--- src/rtl/fetch_pkg.sv ---
// Shared types and constants for the instruction-fetch stage.
package fetch_pkg;

    localparam int unsigned INST_BYTES = 4;
    localparam int unsigned FETCH_XLEN = 32;

    typedef enum logic [1:0] {
        IDLE,
        RUN,
        DRAIN
    } fetch_state_e;

    typedef struct packed {
        logic [31:0]           inst;
        logic [FETCH_XLEN-1:0] pc;
    } fetch_entry_t;

endpackage

--- src/rtl/fetch_fifo.sv ---
// Instruction buffer: synchronous FIFO with flush, occupancy count and a
// head taken directly from the storage registers.
module fetch_fifo
    import fetch_pkg::*;
#(
    parameter int unsigned XLEN       = 32,
    parameter int unsigned FIFO_DEPTH = 4
) (
    input  logic                              clk,
    input  logic                              rst_n,
    input  logic                              flush,
    input  logic                              push,
    input  logic [31:0]                       push_inst,
    input  logic [XLEN-1:0]                   push_pc,
    input  logic                              pop,
    output logic [$clog2(FIFO_DEPTH):0]       count,
    output logic                              head_valid,
    output logic [31:0]                       head_inst,
    output logic [XLEN-1:0]                   head_pc
);

    localparam int unsigned AW = $clog2(FIFO_DEPTH);
    localparam int unsigned CW = AW + 1;

    logic [31:0]     inst_mem [FIFO_DEPTH];
    logic [XLEN-1:0] pc_mem   [FIFO_DEPTH];
    logic [AW-1:0]   rd_ptr, wr_ptr;
    logic [CW-1:0]   cnt;
    logic            do_pop;

    assign do_pop = pop && (cnt != '0);

    // A push into a full FIFO is legal only when the head leaves in the same
    // cycle; the write then lands in the slot being vacated.
    always_ff @(posedge clk or negedge rst_n) begin
        if (!rst_n) begin
            rd_ptr <= '0;
            wr_ptr <= '0;
            cnt    <= '0;
            for (int unsigned i = 0; i < FIFO_DEPTH; i++) begin
                inst_mem[i] <= '0;
                pc_mem[i]   <= '0;
            end
        end else if (flush) begin
            rd_ptr <= '0;
            wr_ptr <= '0;
            cnt    <= '0;
        end else begin
            if (push) begin
                inst_mem[wr_ptr] <= push_inst;
                pc_mem[wr_ptr]   <= push_pc;
                wr_ptr           <= wr_ptr + 1'b1;
            end
            if (do_pop) begin
                rd_ptr <= rd_ptr + 1'b1;
            end
            if (push && !do_pop) begin
                cnt <= cnt + 1'b1;
            end else if (!push && do_pop) begin
                cnt <= cnt - 1'b1;
            end
        end
    end

    assign count      = cnt;
    assign head_valid = (cnt != '0);
    assign head_inst  = inst_mem[rd_ptr];
    assign head_pc    = pc_mem[rd_ptr];

    no_overflow: assert property (@(posedge clk) disable iff (!rst_n)
        !(push && !flush && !do_pop && (cnt == CW'(FIFO_DEPTH))));

endmodule

--- src/rtl/fetch_unit.sv ---
// Instruction-fetch stage: credit-limited in-order imem requests, PC-tagged
// response buffer, redirect with drop-counting. FETCH_STATS_EN adds counters.
module fetch_unit
    import fetch_pkg::*;
#(
    parameter int unsigned     XLEN       = 32,
    parameter int unsigned     FIFO_DEPTH = 4,
    parameter logic [XLEN-1:0] RESET_PC   = '0
) (
    input  logic            CLK,
    input  logic            RST_N,
    input  logic            redirect_i,
    input  logic [XLEN-1:0] redirect_pc_i,
    output logic            imem_req_valid_o,
    input  logic            imem_req_ready_i,
    output logic [XLEN-1:0] imem_req_addr_o,
    input  logic            imem_rsp_valid_i,
    input  logic [31:0]     imem_rsp_data_i,
    output logic            inst_valid_o,
    input  logic            inst_ready_i,
    output logic [31:0]     inst_data_o,
    output logic [XLEN-1:0] inst_pc_o
`ifdef FETCH_STATS_EN
    ,
    output logic [31:0]     stat_fetched_o,
    output logic [31:0]     stat_dropped_o
`endif
);

    localparam int unsigned CW = $clog2(FIFO_DEPTH) + 1;

    fetch_state_e    state, state_next;
    logic [XLEN-1:0] fetch_pc, rsp_pc, redirect_target;
    logic [CW-1:0]   outstanding, outstanding_next;
    logic [CW-1:0]   drop_cnt, drop_cnt_next;
    logic [CW-1:0]   fifo_count;
    logic [CW:0]     credit_used;
    logic            req_fire, rsp_drop, push, inst_pop;

    assign redirect_target = {redirect_pc_i[XLEN-1:2], 2'b00};
    assign credit_used     = {1'b0, outstanding} + {1'b0, fifo_count};
    assign imem_req_addr_o = fetch_pc;
    assign inst_pop        = inst_valid_o && inst_ready_i;

    // On redirect nothing is issued, so every request still in flight after
    // this cycle's response (which is itself discarded) must be dropped.
    always_comb begin
        state_next       = state;
        imem_req_valid_o = (state != IDLE) && !redirect_i &&
                           (credit_used < (CW+1)'(FIFO_DEPTH));
        req_fire         = imem_req_valid_o && imem_req_ready_i;
        outstanding_next = outstanding + CW'(req_fire) - CW'(imem_rsp_valid_i);
        rsp_drop         = imem_rsp_valid_i && (redirect_i || (drop_cnt != '0));
        push             = imem_rsp_valid_i && !rsp_drop;
        drop_cnt_next    = drop_cnt;
        if (redirect_i) begin
            drop_cnt_next = outstanding_next;
        end else if (imem_rsp_valid_i && (drop_cnt != '0)) begin
            drop_cnt_next = drop_cnt - 1'b1;
        end
        case (state)
            IDLE:    state_next = RUN;
            RUN:     if (redirect_i && (outstanding_next != '0)) state_next = DRAIN;
            DRAIN:   if (drop_cnt_next == '0) state_next = RUN;
            default: state_next = IDLE;
        endcase
    end

    always_ff @(posedge CLK or negedge RST_N) begin
        if (!RST_N) begin
            state       <= IDLE;
            fetch_pc    <= RESET_PC;
            rsp_pc      <= RESET_PC;
            outstanding <= '0;
            drop_cnt    <= '0;
        end else begin
            state       <= state_next;
            outstanding <= outstanding_next;
            drop_cnt    <= drop_cnt_next;
            if (redirect_i) begin
                fetch_pc <= redirect_target;
                rsp_pc   <= redirect_target;
            end else begin
                if (req_fire) fetch_pc <= fetch_pc + XLEN'(INST_BYTES);
                if (push)     rsp_pc   <= rsp_pc + XLEN'(INST_BYTES);
            end
        end
    end

    fetch_fifo #(
        .XLEN       (XLEN),
        .FIFO_DEPTH (FIFO_DEPTH)
    ) u_fifo (
        .clk        (CLK),
        .rst_n      (RST_N),
        .flush      (redirect_i),
        .push       (push),
        .push_inst  (imem_rsp_data_i),
        .push_pc    (rsp_pc),
        .pop        (inst_pop),
        .count      (fifo_count),
        .head_valid (inst_valid_o),
        .head_inst  (inst_data_o),
        .head_pc    (inst_pc_o)
    );

`ifdef FETCH_STATS_EN
    always_ff @(posedge CLK or negedge RST_N) begin
        if (!RST_N) begin
            stat_fetched_o <= '0;
            stat_dropped_o <= '0;
        end else begin
            if (push && (stat_fetched_o != '1)) stat_fetched_o <= stat_fetched_o + 1'b1;
            if (rsp_drop && (stat_dropped_o != '1)) stat_dropped_o <= stat_dropped_o + 1'b1;
        end
    end
`endif

endmodule

--- config.mk ---
export PLATFORM = sky130hd
export DESIGN_NAME = fetch_unit
export DESIGN_NICKNAME = d
export VERILOG_FILES = /design/src/rtl/fetch_pkg.sv /design/src/rtl/fetch_fifo.sv /design/src/rtl/fetch_unit.sv
export SDC_FILE = /design/constraint.sdc
export NUM_CORES = 1
export LEC_CHECK = 0
export CAP_MARGIN = 0
export CORE_MARGIN = 5
export CORE_UTILIZATION = 30
export DETAILED_ROUTE_END_ITERATION = 8
export SLEW_MARGIN = 20
export SYNTH_ARGS = -nofsm -noshare
export SYNTH_HDL_FRONTEND = slang
export SYNTH_SLANG_ARGS = --single-unit
--- constraint.sdc ---
create_clock -name CLK -period 4.1 [get_ports CLK]
set_clock_uncertainty 0.15 [all_clocks]
set_input_delay 0.615 -clock CLK [delete_from_list [all_inputs] [get_ports CLK]]
set_output_delay 0.615 -clock CLK [all_outputs]
set_load 0.05 [all_outputs]
==> summary.txt, run 1 <==
Synthesis
  – Top cells by count, synth: dfrtp_1, mux2_2, mux4_2
  – Post-synth EDFFs: 0
  – Synthesized area per cell: approximately 14 um^2
  – Fraction of registers with async set/reset: 1.00
  – Area share of the largest cell type after synthesis: 0.542
  – Compound-gate portion of the synthesized area: 0.0393
  – Synth Area in XOR/XNOR: 0.0258
  – Synth area leader: dfrtp_1
  – Mapped Cells: between 1000 and 1500
  – Post-synthesis cell area: 0.0149 mm^2
  – Main combinational cell family by area after synthesis: multiplexers
  – FF+latch count, synth: around 320
  – Adder-Cell Fraction of Synth Area: 0.0127
  – Top-count cell post-synth: dfrtp_1
  – Simple-Gate Fraction of Synth Area: 0.0665
  – Yosys cell types: 59
  – Synth Flop Type: dfrtp_1
  – Seq/Total Area, Yosys: 0.542
  – Largest cells by area after synthesis: dfrtp_1, mux2_2, mux4_2
  – YS warnings: 0
  – Portion of netlist area occupied by mux cells: 0.286

Clock network
  – CTS Root Cell: clkbuf_16
  – Clk_lat worst skew: 560 ps
  – Maximum buffer depth of the clock tree: 3
  – CTS tree: yes
  – Clock sinks: 323
  – Num CTS Buffers: 38
  – H-tree depth: 2
  – Post_cts resized: 0
  – Post-CTS Setup Bufs: 0
  – Clock slew at reported path FFs: around 60 ps
  – Cts hold-fix bufs: 1

Timing
  – Final hold viol count: 0
  – Worst slew pin tran: 752 ps
  – Headroom to the max-slew limit: 0.499
  – Tcrit/Tclk final: 0.873
  – RSZ-0062 raised after global routing: no
  – TNS Setup: 0 ps
  – Final critical-path required period: 3580 ps
  – Max frequency: 0.279 GHz
  – Setup violations, final: 0
  – Slew Limit Fails: 0

Placed design
  – Placer Congestion: 0.784
  – PortBufs: 161
  – Placed Cells: 1852
  – Dpl hpwl: 24100 um
  – Placed Area: approximately 0.017 mm^2

Global routing
  – GRT Total Usage: 0.138
  – Global-route wire length before repair: 59400 um
  – Gr ovfl total: 0
  – Initial antenna violation count: 0
  – Vias in the first global route: 10323
  – Largest net degree at the start of global routing: 96

Final layout
  – Layout cells sized above 1: 0.335
  – Antenna cell count: 0
  – Final Instance Count excl. Fillers: slightly below 2000
  – Fin nets: 1313
  – Final instance area: 0.0187 mm^2
  – # fillers: 4666
  – Area grow syn2layout: 25.1%
  – Final design utilization: 0.380

Routing
  – DR vias: about 9500
  – WL final: 36700 um
  – Vias per cell: 4.97
  – DRT antenna net count: 0
  – Drt wl/cell: approximately 19 um
  – Iter 0 DRT Violations: 438
  – Drt pass-1 iters: 4
  – Remaining DRCs: 0

Floorplanning
  – Die Area: 0.0543 mm^2
  – Height of the chip: around 230 um
  – Core area: 0.0491 mm^2
  – Initial core utilization: 0.304
  – Die X: 233 um
  – Ports: 168
  – Row cnt: 81

Pwr
  – PD cells: 705 mW/mm^2
  – P_leak: just over 8 nW
  – Worst vdd ir: 0.000336 V

Setup path
  – Crit Path Class: reg2out
  – Critical path's top delay family: buffers and inverters
  – Critical path launch point type: flip-flop
  – Critical path data arrival time: 2810 ps
  – CP max stage cell: dfrtp_4
  – Crit path buf inv count: 2
  – CP peak stage delay: 780 ps
  – Setup crit end kind: output pin
  – Critical Path RT: 3340 ps
  – CP max FO: 29
  – Worst-path cell chain: buf_4 -> mux4_2 -> clkdlybuf4s50_1

Hold path
  – Worst hold path type: reg2reg

Job
  – Max-Cap Viols: 0

Run status
  – Status: finished, final reports clean
## worst register-to-register path: stages, from the launching register on
cell and delay, ps:
dfrtp_1 430, ha_1 310, nor4_2 270, o2111a_1 270, inv_2 40, ha_1 260
inv_1 40, ha_1 170, fa_1 490, nand2_1 90, o311ai_0 210, o41a_1 460
## path summary, 6_finish.rpt
kind | start | endpoint | slack (ps) | depth (start not counted)
setup / recovery | u_fifo.rd_ptr[1]$_DFFE_PN0P_ | inst_pc_o[29] | 520 | 3
hold / removal | u_fifo.pc_mem[36]$_DFFE_PN0P_ | u_fifo.pc_mem[36]$_DFFE_PN0P_ | 330 | 2
setup reg to reg | u_fifo.count[2]$_DFFE_PN0P_ | state[1]$_DFFE_PN0P_ | 800 | 11
hold reg to reg | u_fifo.pc_mem[36]$_DFFE_PN0P_ | u_fifo.pc_mem[36]$_DFFE_PN0P_ | 330 | 2
max in group asynchronous | RST_N | u_fifo.inst_mem[3]$_DFFE_PN0P_ | 2340 | 3
min in group asynchronous | RST_N | u_fifo.inst_mem[79]$_DFFE_PN0P_ | 570 | 2
## cells in the final DEF (no fill, tap or decap), types with 11 or more instances in the layout
cell / count
nand4_1: 27
nor3_1: 11
clkdlybuf4s50_1: 159
mux4_2: 62
o21ai_0: 38
dfrtp_1: 321
ha_1: 12
nand3_1: 29
clkbuf_16: 39
xor2_1: 26
inv_1: 19
and3_1: 11
xnor2_1: 18
nand2_1: 52
buf_4: 19
mux2_2: 252
nor2_1: 25
## cell type report
cell class,instances,area (um^2),area share
Clock inverter,16,186,0.00999
Timing Repair Buffer,188,1900,0.102
Clock buffer,53,1110,0.0594
Multi-Input combinational cell,657,6460,0.346
Sequential cell,323,8090,0.433
Inverter,21,78.8,0.00422
Tap cell,664,831,0.0445
## metal layers
metal | vias to the layer above | GRT usage | wire length, um
li1 | 4273 | - | -
met1 | 4980 | 0.194 | 16900
met2 | 236 | 0.216 | 17100
met3 | 52 | 0.0295 | 1930
met4 | 2 | 0.0378 | 672
met5 | - | 0.00919 | 69
## stage by stage
| step | total power [mW] | setup slack [ps] | hold slack, ps |
|---|---|---|---|
| after floorplan | 8.04 | 762 | 169 |
| after global placement | 9.73 | 759 | 309 |
| after detailed placement | 9.85 | 741 | 320 |
| after CTS | 13.4 | 431 | 333 |
| after global routing | 13.8 | 384 | 359 |
| final | 13.2 | 520 | 328 |
## state kept, by name (all words and copies together) (netlist names)
name	cells
drop_cnt	3
imem_req_addr_o	30
outstanding	3
rsp_pc	30
state	2
u_fifo.count	3
u_fifo.inst_mem	128
u_fifo.pc_mem	120
u_fifo.rd_ptr	2
u_fifo.wr_ptr	2
## report_power, final
part	internal (mW)	switching [mW]
logic	2.21	3.11
clock network	2.09	1.37
registers	3.89	0.495
## kinds of logic after synthesis
logic type,after synthesis
adder cells (fa/ha/maj),14
buffers and inverters,89
XOR/XNOR,44
AND/OR/NAND/NOR,189
other,1
multiplexers,317
AO/OA/AOI/OAI,89
flip-flops,323
Power figures use the tool's default switching activity.
==> run 2, diff against run 1 <==
CELL_PAD_IN_SITES_DETAIL_PLACEMENT = 0   (was not set)
CELL_PAD_IN_SITES_GLOBAL_PLACEMENT = 1   (was not set)
CORE_UTILIZATION = 47   (was 30)
PLACE_DENSITY_LB_ADDON = 0.1   (was not set)
==> summary.txt, run 2 (same netlist as run 1, synthesis figures left out) <==
Routing
  – DR vias: 9348
  – Drt wl/cell: just over 20 um
  – Iter 0 DRT Violations: 406
  – DRT antenna net count: 0
  – WL final: 33400 um
  – Vias per cell: 5.65
  – Remaining DRCs: 0
  – Drt pass-1 iters: 5

Clock network
  – Post-CTS Setup Bufs: 0
  – Clock sinks: 323
  – Num CTS Buffers: 37
  – Clock slew at reported path FFs: 60 ps
  – H-tree depth: 2
  – Post_cts resized: 0
  – Clk_lat worst skew: about 520 ps
  – CTS Root Cell: clkbuf_16
  – Cts hold-fix bufs: 0
  – CTS tree: yes
  – Maximum buffer depth of the clock tree: 3

Placed design
  – PortBufs: 161
  – Dpl hpwl: 21800 um
  – Placer Congestion: 0.752
  – Place WS: 659 ps

Setup path
  – CP max FO: 26
  – Setup crit end kind: output pin
  – Critical path launch point type: flip-flop
  – CP peak stage delay: 720 ps
  – Crit Path Class: reg2out
  – CP max stage cell: clkdlybuf4s50_1
  – Critical Path RT: between 3000 and 4000 ps
  – Critical path's top delay family: buffers and inverters
  – Crit path buf inv count: 2
  – Critical path data arrival time: 2820 ps
  – Worst-path cell chain: buf_12 -> mux4_2 -> clkdlybuf4s50_1

Final layout
  – Register Area: 0.00809 mm^2
  – Layout cells sized above 1: 0.333
  – Most flop-heavy register: u_fifo.inst_mem
  – # fillers: 2573
  – Largest register FFs: 128
  – Area grow syn2layout: 22.8%
  – Fin nets: ~1300
  – Antenna cell count: 0
  – Most frequent cells in the layout: dfrtp_1, mux2_2, clkdlybuf4s50_1
  – Top Registers: u_fifo.inst_mem (128), u_fifo.pc_mem (120)
  – Multi-input gate area: 0.00646 mm^2
  – Most common cell after layout, fill and taps aside: dfrtp_1

Floorplanning
  – Core area: 0.0315 mm^2
  – Die X: 188 um
  – Die Area: 0.0354 mm^2
  – Initial core utilization: 0.474
  – Row cnt: 65
  – Ports: 168
  – Height of the chip: 188 um

Pwr
  – Psw: roughly 4.8 mW
  – P_int: 8.23 mW
  – PD cells: 710 mW/mm^2
  – Worst vdd ir: 0.000400 V
  – Sequential Power Share: 0.339
  – Logic pwr share: 0.400
  – P_leak: 8.23 nW
  – Clock network power share: 0.260
  – Sw frac: 0.367

Timing
  – Worst slew pin tran: 849 ps
  – Tcrit/Tclk final: 0.876
  – Final hold viol count: 1
  – Slew Limit Fails: 0
  – Final worst slack: 510 ps
  – Max frequency: 0.279 GHz
  – TNS Setup: 0 ps
  – Worst slack on hold paths: -1.36 ps
  – Headroom to the max-slew limit: 0.434
  – RSZ-0062 raised after global routing: no
  – Final critical-path required period: 3590 ps
  – Setup violations, final: 0

Job
  – Max-Cap Viols: 0

Global routing
  – Global-route wire length before repair: between 50000 and 60000 um
  – Initial antenna violation count: 0
  – Vias in the first global route: 9896
  – Gr ovfl total: 0
  – Largest net degree at the start of global routing: between 100 and 150
  – GRT Total Usage: 0.193

Run status
  – Violated checks: hold timing
  – Status: finished with violations

Hold path
  – Worst hold path type: in2async
[run 2: cell types whose count changed in the layout (fill, tap and decap cells not counted)]
cell / delta
dfrtp_4: -1
clkinvlp_4: -1
clkbuf_1: +1
clkinv_8: -2
clkinv_2: -2
clkbuf_8: +2
buf_4: -5
dfrtp_2: +1
dlygate4sd3_1: -1
buf_12: +3
[run 2: power groups by stage]
stage	logic, mW	clock network (mW)	registers [mW]
after floorplan	3.65	0	4.39
after global placement	5.23	0	4.44
after global routing	5.50	3.62	4.52
final	5.21	3.39	4.41
after CTS	5.28	3.48	4.42
after detailed placement	5.27	0	4.47
[run 2: final cells by class]
type | instances | area share
flip-flops and latches | 323 | 0.441
clock buffers | 56 | 0.0622
inverters | 21 | 0.00430
well taps | 402 | 0.0274
multi-input cells | 657 | 0.353
clock inverters | 11 | 0.00744
repair buffers | 185 | 0.105
[run 2: final timing paths]
kind                                                from                          endpoint  slack (ps)  depth (start not counted)
max                         u_fifo.rd_ptr[0]$_DFFE_PN0P_                   inst_data_o[10]         510                          3
min                                                RST_N  u_fifo.inst_mem[120]$_DFFE_PN0P_          -1                          1
max reg2reg                  u_fifo.count[2]$_DFFE_PN0P_              state[1]$_DFFE_PN0P_         750                         11
min reg2reg                u_fifo.pc_mem[36]$_DFFE_PN0P_     u_fifo.pc_mem[36]$_DFFE_PN0P_         330                          2
max in group asynchronous                          RST_N   u_fifo.inst_mem[69]$_DFFE_PN0P_        2870                          2
min in group CLK           u_fifo.pc_mem[36]$_DFFE_PN0P_     u_fifo.pc_mem[36]$_DFFE_PN0P_         330                          2
[run 2: stage by stage]
stage / std cells / area, um^2 / hold WS [ps] / power, mW / util
after global routing: 1655 / 18300 / 57.1 / 13.6 / 0.582
after detailed placement: 1588 / 17100 / 323 / 9.74 / 0.542
after CTS: 1655 / 18300 / 45.0 / 13.2 / 0.582
final: 1655 / 18300 / -1.36 / 13.0 / 0.582
after floorplan: 1069 / 14900 / 169 / 8.04 / -
after global placement: 1588 / 17100 / 310 / 9.67 / 0.542
[run 2: metal layers]
metal | routed length, um | share of wire | GRT usage | vias up
met5 | 0 | 0 | 0 | -
met4 | 458 | 0.014 | 0.0361 | 0
met3 | 1640 | 0.049 | 0.0359 | 33
met2 | 15300 | 0.46 | 0.302 | 215
met1 | 16000 | 0.48 | 0.285 | 4847
li1 | - | - | - | 4253
==> run 3, diff against run 2 <==
clock period = 3.91 ns   (was 4.1 ns; I/O delays follow)
==> summary.txt, run 3 (same netlist as run 1, synthesis figures left out) <==
Run status
  – Status: finished with violations
  – Violated checks: hold timing

Setup path
  – CP max stage cell: clkdlybuf4s50_1
  – CP max FO: 37
  – Crit Path Class: reg2out
  – CP peak stage delay: 730 ps
  – Critical path data arrival time: roughly 2600 ps
  – Worst-path cell chain: buf_12 -> mux4_2 -> clkdlybuf4s50_1
  – Setup crit end kind: output pin
  – Critical Path RT: 3170 ps
  – Critical path launch point type: flip-flop

Clock network
  – CTS Root Cell: clkbuf_16
  – Maximum buffer depth of the clock tree: 3
  – Clock sinks: 323
  – Clk_lat worst skew: approximately 500 ps
  – Post_cts resized: 0
  – Cts hold-fix bufs: 0
  – H-tree depth: 2
  – Post-CTS Setup Bufs: 0
  – Num CTS Buffers: 37
  – Clock slew at reported path FFs: 60 ps
  – CTS tree: yes

Global routing
  – Initial antenna violation count: 0
  – Gr ovfl total: 0
  – GRT Total Usage: 0.191
  – Vias in the first global route: 10017
  – Largest net degree at the start of global routing: 112
  – Global-route wire length before repair: between 50000 and 60000 um

Timing
  – Worst slack on hold paths: -12.1 ps
  – Worst slew pin tran: between 900 and 1000 ps
  – TNS Setup: 0 ps
  – Final worst slack: ~540 ps
  – Tcrit/Tclk final: 0.862
  – RSZ-0062 raised after global routing: no
  – Headroom to the max-slew limit: 0.396
  – Slew Limit Fails: 0
  – Final critical-path required period: between 3000 and 4000 ps
  – Setup violations, final: 0
  – Final hold viol count: 3
  – Max frequency: 0.297 GHz

Floorplanning
  – Initial core utilization: 0.474
  – Core area: 0.0315 mm^2
  – Ports: 168
  – Height of the chip: 188 um
  – Die Area: 0.0354 mm^2
  – Row cnt: 65
  – Die X: 188 um

Final layout
  – Layout cells sized above 1: 0.333
  – Most flop-heavy register: u_fifo.inst_mem
  – Most frequent cells in the layout: dfrtp_1, mux2_2, clkdlybuf4s50_1
  – Register Area: 0.00809 mm^2
  – Fin nets: 1310
  – Largest register FFs: 128
  – Multi-input gate area: between 0.006 and 0.007 mm^2
  – Most common cell after layout, fill and taps aside: dfrtp_1
  – Top Registers: u_fifo.inst_mem (128), u_fifo.pc_mem (120)
  – Area grow syn2layout: 23.1%
  – # fillers: 2536
  – Antenna cell count: 0

Job
  – Max-Cap Viols: 0

Pwr
  – Logic pwr share: 0.407
  – Worst vdd ir: 0.000363 V
  – Psw: approximately 5 mW
  – Total Power: around 14 mW
  – P_leak: 8.26 nW
  – Sequential Power Share: 0.336
  – P_int: around 8.6 mW
  – Clock network power share: 0.257
  – PD cells: 740 mW/mm^2
  – Sw frac: 0.368

Placed design
  – Place WS: 486 ps
  – PortBufs: 161
  – Dpl hpwl: around 21000 um
  – Placer Congestion: roughly 0.75

Routing
  – WL final: 33500 um
  – Drt wl/cell: 20.2 um
  – Remaining DRCs: 0
  – Drt pass-1 iters: 4
  – Iter 0 DRT Violations: 343
  – DRT antenna net count: 0
  – Vias per cell: 5.65
  – DR vias: 9358

Hold path
  – Worst hold path type: in2async
run 3: cell count changes in the layout (fill, tap and decap cells not counted):
cell,delta
clkinvlp_4,-1
clkbuf_8,+5
buf_12,+3
bufinv_16,-2
buf_4,-2
clkinv_2,-2
run 3: per-layer routing:
layer | track usage | vias to the layer above | wire length, um | part of all wire
met1 | 0.283 | 4845 | 15900 | 0.48
met4 | 0.0364 | 0 | 463 | 0.014
met3 | 0.0341 | 34 | 1670 | 0.050
met5 | 0 | - | 0 | 0
li1 | - | 4254 | - | -
met2 | 0.299 | 225 | 15400 | 0.46
run 3: path summary, 6_finish.rpt:
check	start	to	slack (ps)	cells past startpoint
worst max-delay path	u_fifo.rd_ptr[0]$_DFFE_PN0P_	inst_pc_o[16]	540	3
worst min-delay path	RST_N	u_fifo.inst_mem[120]$_DFFE_PN0P_	-10	1
worst max register to register	u_fifo.count[2]$_DFFE_PN0P_	state[1]$_DFFE_PN0P_	570	11
worst min register to register	u_fifo.pc_mem[100]$_DFFE_PN0P_	u_fifo.pc_mem[100]$_DFFE_PN0P_	330	2
max in group asynchronous	RST_N	u_fifo.pc_mem[118]$_DFFE_PN0P_	2650	2
min in group CLK	u_fifo.pc_mem[100]$_DFFE_PN0P_	u_fifo.pc_mem[100]$_DFFE_PN0P_	330	2
run 3: metrics by stage:
stage	cell area, um^2	cells	hold WS (ps)	utilization
2_1_floorplan	14900	1069	141	-
3_3_place_gp	17100	1589	309	0.543
3_5_place_dp	17100	1589	317	0.543
4_1_cts	18400	1656	57.1	0.583
5_1_grt	18400	1656	71.4	0.583
6_report	18400	1656	-12.1	0.583
run 3: cell type report:
class	count	area share
timing repair buffer	186	0.107
inverter	21	0.00429
sequential	323	0.440
clock inverter	6	0.00320
multi-input combinational	657	0.352
tap	402	0.0274
clock buffer	61	0.0658
run 3: critical path: cells and delay by family (launching register included):
family                 cells  cell delay (ps)
multiplexers               1              600
flip-flops                 1              460
buffers and inverters      2             1040
run 3: power by group through the flow:
stage | clock, mW | sequential (mW) | combinational, mW
final | 3.49 | 4.57 | 5.52
after global routing | 3.73 | 4.67 | 5.85
after CTS | 3.60 | 4.56 | 5.62
after detailed placement | 0 | 4.61 | 5.60
after global placement | 0 | 4.59 | 5.55
after floorplan | 0 | 4.61 | 3.82
